File: src/rtl/midi_pkg.sv
// Shared MIDI constants, parser state encoding and the message-type to data-length decode.
package midi_pkg;

   localparam int unsigned BYTE_W = 8;

   localparam logic [7:0] CHAN_STATUS_MIN = 8'h80;
   localparam logic [7:0] CHAN_STATUS_MAX = 8'hEF;
   localparam logic [7:0] SYSEX_START     = 8'hF0;
   localparam logic [7:0] SYSEX_END       = 8'hF7;
   localparam logic [7:0] REALTIME_MIN    = 8'hF8;

   typedef enum logic [1:0] {
      IDLE    = 2'd0,
      WAIT_D1 = 2'd1,
      WAIT_D2 = 2'd2,
      SYSEX   = 2'd3
   } midi_state_e;

   // Number of data bytes following a channel status byte; 0 for non-channel types.
   function automatic logic [1:0] msg_data_len(input logic [3:0] msg_type);
      case (msg_type)
         4'h8, 4'h9, 4'hA, 4'hB, 4'hE: return 2'd2;
         4'hC, 4'hD:                   return 2'd1;
         default:                      return 2'd0;
      endcase
   endfunction

endpackage

File: src/rtl/midi_msg_parser.sv
// Assembles MIDI channel messages from a UART byte stream, with running status,
// real-time byte transparency, SysEx skipping and a count of orphaned data bytes.
module midi_msg_parser
   import midi_pkg::*;
#(
   parameter bit         OMNI    = 1'b1,
   parameter logic [3:0] CHANNEL = 4'd0
) (
   input  logic       clk_in,
   input  logic       rst_in,
   input  logic [7:0] byte_in,
   input  logic       byte_valid_in,
   output logic [3:0] status,
   output logic [3:0] channel,
   output logic [7:0] data_byte1,
   output logic [7:0] data_byte2,
   output logic       valid_out,
   output logic [7:0] drop_count
);

   midi_state_e          r_state;
   logic [BYTE_W-1:0]    r_rs;
   logic [BYTE_W-1:0]    r_d1;

   logic       w_is_realtime;
   logic       w_is_chan_status;
   logic       w_is_sys_common;
   logic       w_is_data;
   logic [1:0] w_len;
   logic       w_accept;

   assign w_is_realtime    = (byte_in >= REALTIME_MIN);
   assign w_is_chan_status = (byte_in >= CHAN_STATUS_MIN) && (byte_in <= CHAN_STATUS_MAX);
   assign w_is_sys_common  = (byte_in >= SYSEX_START) && (byte_in <= SYSEX_END);
   assign w_is_data        = ~byte_in[7];
   assign w_len            = msg_data_len(r_rs[7:4]);
   assign w_accept         = OMNI || (r_rs[3:0] == CHANNEL);

   always_ff @(posedge clk_in) begin
      if (!rst_in) begin
         r_state    <= IDLE;
         r_rs       <= '0;
         r_d1       <= '0;
         status     <= '0;
         channel    <= '0;
         data_byte1 <= '0;
         data_byte2 <= '0;
         valid_out  <= 1'b0;
         drop_count <= '0;
      end else begin
         valid_out <= 1'b0;
         if (byte_valid_in && !w_is_realtime) begin
            if (w_is_chan_status) begin
               r_rs    <= byte_in;
               r_state <= WAIT_D1;
            end else if (byte_in == SYSEX_START) begin
               r_rs    <= '0;
               r_state <= SYSEX;
            end else if (w_is_sys_common) begin
               // Any other system-common byte (including EOX) ends the message context.
               r_rs    <= '0;
               r_state <= IDLE;
            end else if (w_is_data) begin
               case (r_state)
                  IDLE: begin
                     if (drop_count != 8'hFF) drop_count <= drop_count + 8'd1;
                  end
                  WAIT_D1: begin
                     if (w_len == 2'd2) begin
                        r_d1    <= byte_in;
                        r_state <= WAIT_D2;
                     end else if (w_accept) begin
                        status     <= r_rs[7:4];
                        channel    <= r_rs[3:0];
                        data_byte1 <= byte_in;
                        data_byte2 <= '0;
                        valid_out  <= 1'b1;
                     end
                  end
                  WAIT_D2: begin
                     r_state <= WAIT_D1;
                     if (w_accept) begin
                        status     <= r_rs[7:4];
                        channel    <= r_rs[3:0];
                        data_byte1 <= r_d1;
                        data_byte2 <= byte_in;
                        valid_out  <= 1'b1;
                     end
                  end
                  default: ;
               endcase
            end
         end
      end
   end

endmodule

File: config.mk
export PLATFORM = sky130hd
export DESIGN_NAME = midi_msg_parser
export DESIGN_NICKNAME = d
export VERILOG_FILES = /design/src/rtl/midi_pkg.sv /design/src/rtl/midi_msg_parser.sv
export SDC_FILE = /design/constraint.sdc
export NUM_CORES = 1
export LEC_CHECK = 0
export ABC_AREA = 1
export CORE_ASPECT_RATIO = 1.2
export CORE_MARGIN = 4
export CORE_UTILIZATION = 35
export CTS_CLUSTER_DIAMETER = 120
export CTS_CLUSTER_SIZE = 14
export DETAILED_ROUTE_END_ITERATION = 12
export PLACE_DENSITY = 0.55
export SETUP_SLACK_MARGIN = 0.02
export SYNTH_ARGS = -nofsm -noshare
export SYNTH_HDL_FRONTEND = slang
export SYNTH_SLANG_ARGS = --single-unit
File: constraint.sdc
create_clock -name clk_in -period 1.95 [get_ports clk_in]
set_input_delay 0.585 -clock clk_in [delete_from_list [all_inputs] [get_ports clk_in]]
set_output_delay 0.585 -clock clk_in [all_outputs]
set_load 0.02 [all_outputs]
# --- Word level (Yosys, flattened, before mapping) ---
# Index checks and enable logic that the tools add are counted.
classes:
  eq_ne: 15
  add_sub_neg: 1
  muxes: 20
  reduce_logical: 16
  mul: 0
  n_div: 0
  bitwise_logic: 6
  magnitude_cmp: 5
  shifts: 0
ops:
  columns: ["cell", "n"]
  rows:
  - ["2-to-1 mux 8 bit", 5]
  - ["case mux 8 bit (2 select lines)", 2]
  - ["== test 4 bit, second input constant", 7]
  - [">= comparator 8 bit, second input constant", 3]
  - ["AND reduction 7 bit", 3]
  - ["<= comparator 8 bit, second input constant", 2]
  - ["case mux 4 bit (2 select lines)", 2]
  - ["2-to-1 mux 2 bit", 5]
  - ["adder 8 x 1 -> 8 bit, second input constant", 1]
  - ["== test 8 bit, second input constant", 1]
  - ["2-to-1 mux 4 bit", 2]
  - ["inequality test 8 bit, second input constant", 1]
  - ["case mux 2 bit (2 select lines)", 2]
  - ["NOT 1 bit", 6]
  - ["OR reduction 6 bit", 1]
  - ["inequality test 5 bit, second input constant", 1]
  - ["nonzero test 5 bit", 1]
  - ["OR reduction 5 bit", 1]
  - ["== test 2 bit, second input constant", 2]
  - ["inequality test 4 x 1 -> 1 bit, second input constant", 1]
  - ["AND reduction 4 bit", 1]
  - ["logical AND 1 bit", 3]
  - ["nonzero test 3 bit", 1]
  - ["== test 2 x 1 -> 1 bit, second input constant", 1]
  - ["other kinds (8)", 8]
word_totals:
  inputBits: 11
  mem_count: 0
  out_inout_bits: 33
  latch_bits: 0
  wordCells: 72
  mem_bits_ro: 0
  reg_bits: 50
  ram_bits: 0

# --- Logic depth before layout (Yosys ltp) ---
logic_depth:
  ltp_word: 10
  depth_mapped: 10
  ltp_nobuf: 10

# --- Least setup slack after synthesis ---
# No wires, ideal clock.
synth_path:
  kind: "register -> register"
  from: "register r_state[0]"
  to: "register data_byte2[3]"
  arrival_time_ps: 1531
  setup_slack_ps: 287
  setup_time_ps: 132
  synth_period_minus_slack_ps: 1663
  stages_incl_launch_ff: 11
  n_path_buf: 3
  required_time_ps: 1818
  path_cell_list: "dfxtp_1 > inv_1 > ha_1 > buf_2 > or2_2 > nand2_2 > nor2_4 > buf_6 > buf_6 > nand3_1 > a21oi_1"
synth_between:
  elab_chain_cells: 3
  word_cells_on_any_way: 6
  classes_between: "eq/ne (3); mux (1); reduce/logical (2)"
synth_rtl:
  columns: ["item", "line", "rtl"]
  rows:
  - ["start, declared", "midi_msg_parser.sv:21", "midi_state_e r_state;"]
  - ["start signal, assigned", "midi_msg_parser.sv:41", "r_state <= IDLE;"]
  - ["start signal, assigned", "midi_msg_parser.sv:55", "r_state <= WAIT_D1;"]
  - ["start signal, assigned", "midi_msg_parser.sv:58", "r_state <= SYSEX;"]
  - ["== test 2 x 1 -> 1 bit or == test 2 bit (tied branches)", "midi_msg_parser.sv:64", "case (r_state)"]
  - ["inequality test 2 bit (no source line) or nonzero test 2 bit (tied branches)", null, null]
  - ["AND reduction 7 bit (no source line)", null, null]
  - ["end signal, assigned", "midi_msg_parser.sv:86", "data_byte2 <= byte_in;"]
  - ["end, declared", "midi_msg_parser.sv:16", "output logic [7:0] data_byte2,"]
# Several ways; a longest one is shown, not always the timed one.
# A chain may end at the register's enable or synchronous reset.

# --- Worst setup path after layout ---
layout_path:
  from: "register drop_count[1]"
  to: "output port drop_count[1]"
layout_lines:
  columns: ["item", "line", "rtl"]
  rows:
  - ["start, declared", "midi_msg_parser.sv:18", "output logic [7:0] drop_count"]
  - ["start signal, assigned", "midi_msg_parser.sv:66", "if (drop_count != 8'hFF) drop_count <= drop_count + 8'd1;"]
# No word-level cell between the ends.

==> flow_summary.yaml <==
global_routing:
  grt_max_degree: 21
  grt_usage_pct: 15.9
  grt_overflow: 0
  grt_pass1_vias: 1995
  antenna_found_initial: 0
  grt_pass1_wl_mm: 9.29
drt:
  wl_per_cell_um: 12.4
  routed_wl_mm: 5.53
  via_per_inst: 4.68
  route.detailed.drc: 0
  num_vias: 2081
  antenna_left: 0
  drt_iter0_drc: 102
  first_pass_iters: 4
synth:
  avgSynthCellArea_um2: 7.08
  synth_xor_area_share_pct: 1.23
  synth_edf_count: 0
  yosys.area_share.simple_pct: 32.9
  synth-async-reset-ratio_pct: 0
  synthAdderAreaFrac_pct: 2.34
  ys_seq_elements: 48
  syn_area_um2: 2140
  synth-compound-area-share_pct: 11.3
  seq_area_frac_synth_pct: 44.9
  syn-instance-count: 302
  synth_top_family_by_area: "simple AND/OR/NAND/NOR gates"
  synth_mux_area_share_pct: 0
  synth_top_flop_cell: "dfxtp_1"
  synth_warnings: 0
  ys_types: 23
timing:
  worst_pin_slew_ns: 0.652
  fmax_mhz: 535
  layout_min_cycle_time_ns: 1.87
  relSlewSlack_pct: 56.5
  rsz0062_at_grt: "true"
  hold_viol: 0
  fin_worst_skew_ns: 0.00278
  slew_violations: 0
  setup_viol_count_final: 0
  setup_slack_ns: 0.0794
  min_period_over_period_pct: 95.9
job:
  cap_violations: 0
place:
  dp_hpwl_mm: 3.96
  dp_cells: 434
  io_buffers: 41
  gp_congestion: 0.828
  dp_slack_ns: -0.423
final_layout:
  final_cells: 445
  layout_commonest_cell: "nand2_1"
  drive_gt1_share_pct: 12.3
  n_fill_cell: 630
  final_nets: 380
  layout_common_cells: "nand2_1 (75), nor2_1 (51), dfxtp_1 (48)"
  n_antenna_cell: 0
  area_growth_pct: 35.3
worst_setup_path:
  worst_setup_path_end_kind: "output pin"
  path_delay_family: "buffers and inverters"
  cpPeakStageDelay_ns: 0.62
  cp_slowest_cell: "clkdlybuf4s50_1"
  crit_fanout: 4
  path_class: "flip-flop to output pin"
  worstPathRequired_ns: 1.36
  cp-start-kind: "flip-flop"
  path_cells: "clkdlybuf4s50_1"
  critPathArrivalTime_ns: 1.29
  path_buf_inv: 1
floorplanning:
  rows: 30
  die_area_um2: 7430
  core_area_um2: 5780
  io_pins: 44
  start_util_pct: 37.0
  fp.dieH_um: 93.7
  dieWidth_um: 79.4
clocking:
  cts-root-buf: "clkbuf_8"
  cts_buffers: 5
  clkLatencyLatePin_ns: 0.29
  cts_tree: "built"
  postCtsHoldBufs: 0
  htreeDepth: 2
  cts_num_sinks: 48
  cts_buffer_depth: 2
  clk_pin_slew_ns: 0.08
power:
  vdd_drop_max_v: 0.000460
  leakagePower_nw: 1.23
  power.density_nw_per_um2: 705
hold_path:
  hold_path.class: "flip-flop to flip-flop"
outcome:
  status: "complete, no violations"
-- report_power, final --
| group | internal (W) | switching (W) |
|---|---|---|
| clock | 0.000245 | 0.000313 |
| combinational | 0.000180 | 0.000256 |
| sequential | 0.00102 | 0.0000253 |
-- flip-flops by register name, indices dropped and copies added (netlist names) --
| register | cells |
|---|---|
| drop_count | 8 |
| r_rs | 8 |
| data_byte1 | 7 |
| data_byte2 | 7 |
| r_d1 | 7 |
| channel | 4 |
| status | 4 |
| r_state | 2 |
| valid_out | 1 |
-- final timing paths --
check | from | slack (ns) | cells after the start | end
min reg2reg | r_rs[1]$_SDFFE_PN0P_ | 0.47 | 2 | r_rs[1]$_SDFFE_PN0P_
min | r_rs[1]$_SDFFE_PN0P_ | 0.47 | 2 | r_rs[1]$_SDFFE_PN0P_
max reg2reg | r_state[1]$_SDFFE_PN0P_ | 0.31 | 7 | data_byte2[3]$_SDFFE_PN0P_
max | drop_count[1]$_SDFFE_PN0P_ | 0.08 | 1 | drop_count[1]
-- layer usage --
| layer | global-route usage (%) | up-vias | wire, µm |
|---|---|---|---|
| li1 | - | 1089 | - |
| met1 | 18.9 | 947 | 2530 |
| met2 | 28.2 | 41 | 2720 |
| met5 | 0 | - | 0 |
| met4 | 5.44 | 0 | 66 |
| met3 | 2.98 | 4 | 210 |
-- timing repair --
action                     4_1_cts  5_1_grt
hold endpoints to repair         0        0
pin swaps                        1        2
buffers inserted                 0        3
setup endpoints to repair       25       32
gates cloned                     1        0
gates resized for setup          4       11
-- worst min-delay path, cell delays in order, from the launching register on --
cell     delay [ns]
dfxtp_1        0.32
nand2_1        0.06
a21oi_1        0.05
-- through the flow --
step	power (W)	TNS [ns]	utilization [%]	hold slack (ns)	cell area [µm²]
global route	0.00216	0	50.1	0.500	2900
finish	0.00204	0	50.1	0.467	2900
CTS	0.00206	0	49.0	0.471	2830
floorplan	0.00131	0	-	0.440	2140
detailed placement	0.00149	-12.52	47.6	0.459	2750
global placement	0.00149	-12.52	47.6	0.453	2750
-- kinds of logic (layout without fill, tap and decap cells) --
| group | count (synthesis) | in the layout |
|---|---|---|
| AO/OA/AOI/OAI | 48 | 48 |
| XOR/XNOR | 3 | 3 |
| adder cells (fa/ha/maj) | 4 | 4 |
| buffers and inverters | 31 | 92 |
| flip-flops | 48 | 48 |
| other | 1 | 2 |
| AND/OR/NAND/NOR | 167 | 168 |
-- final cells by class --
class                      instances  area [µm²]  share of cell area (%)
timing repair buffer              69         641                    22.1
clock inverter                     1        5.00                   0.173
clock buffer                       6        72.6                    2.51
multi-input combinational        225        1060                    36.5
tap                               80         100                    3.46
sequential                        48         961                    33.2
inverter                          16        60.1                    2.07
-- synthesized netlist by cell type (2+ instances only) --
library cell,count,area share [%]
nor2_1,51,8.9
nor3_1,11,2.6
inv_1,16,2.8
buf_4,5,1.8
nor2_2,3,0.88
o21ai_0,23,5.4
nand3_1,20,4.7
nand2_1,77,14
ha_1,4,2.3
clkbuf_1,5,0.88
xor2_1,3,1.2
buf_2,2,0.47
a21oi_1,24,5.6
dfxtp_1,48,45
buf_6,2,1.1
Power figures use the tool's default switching activity.
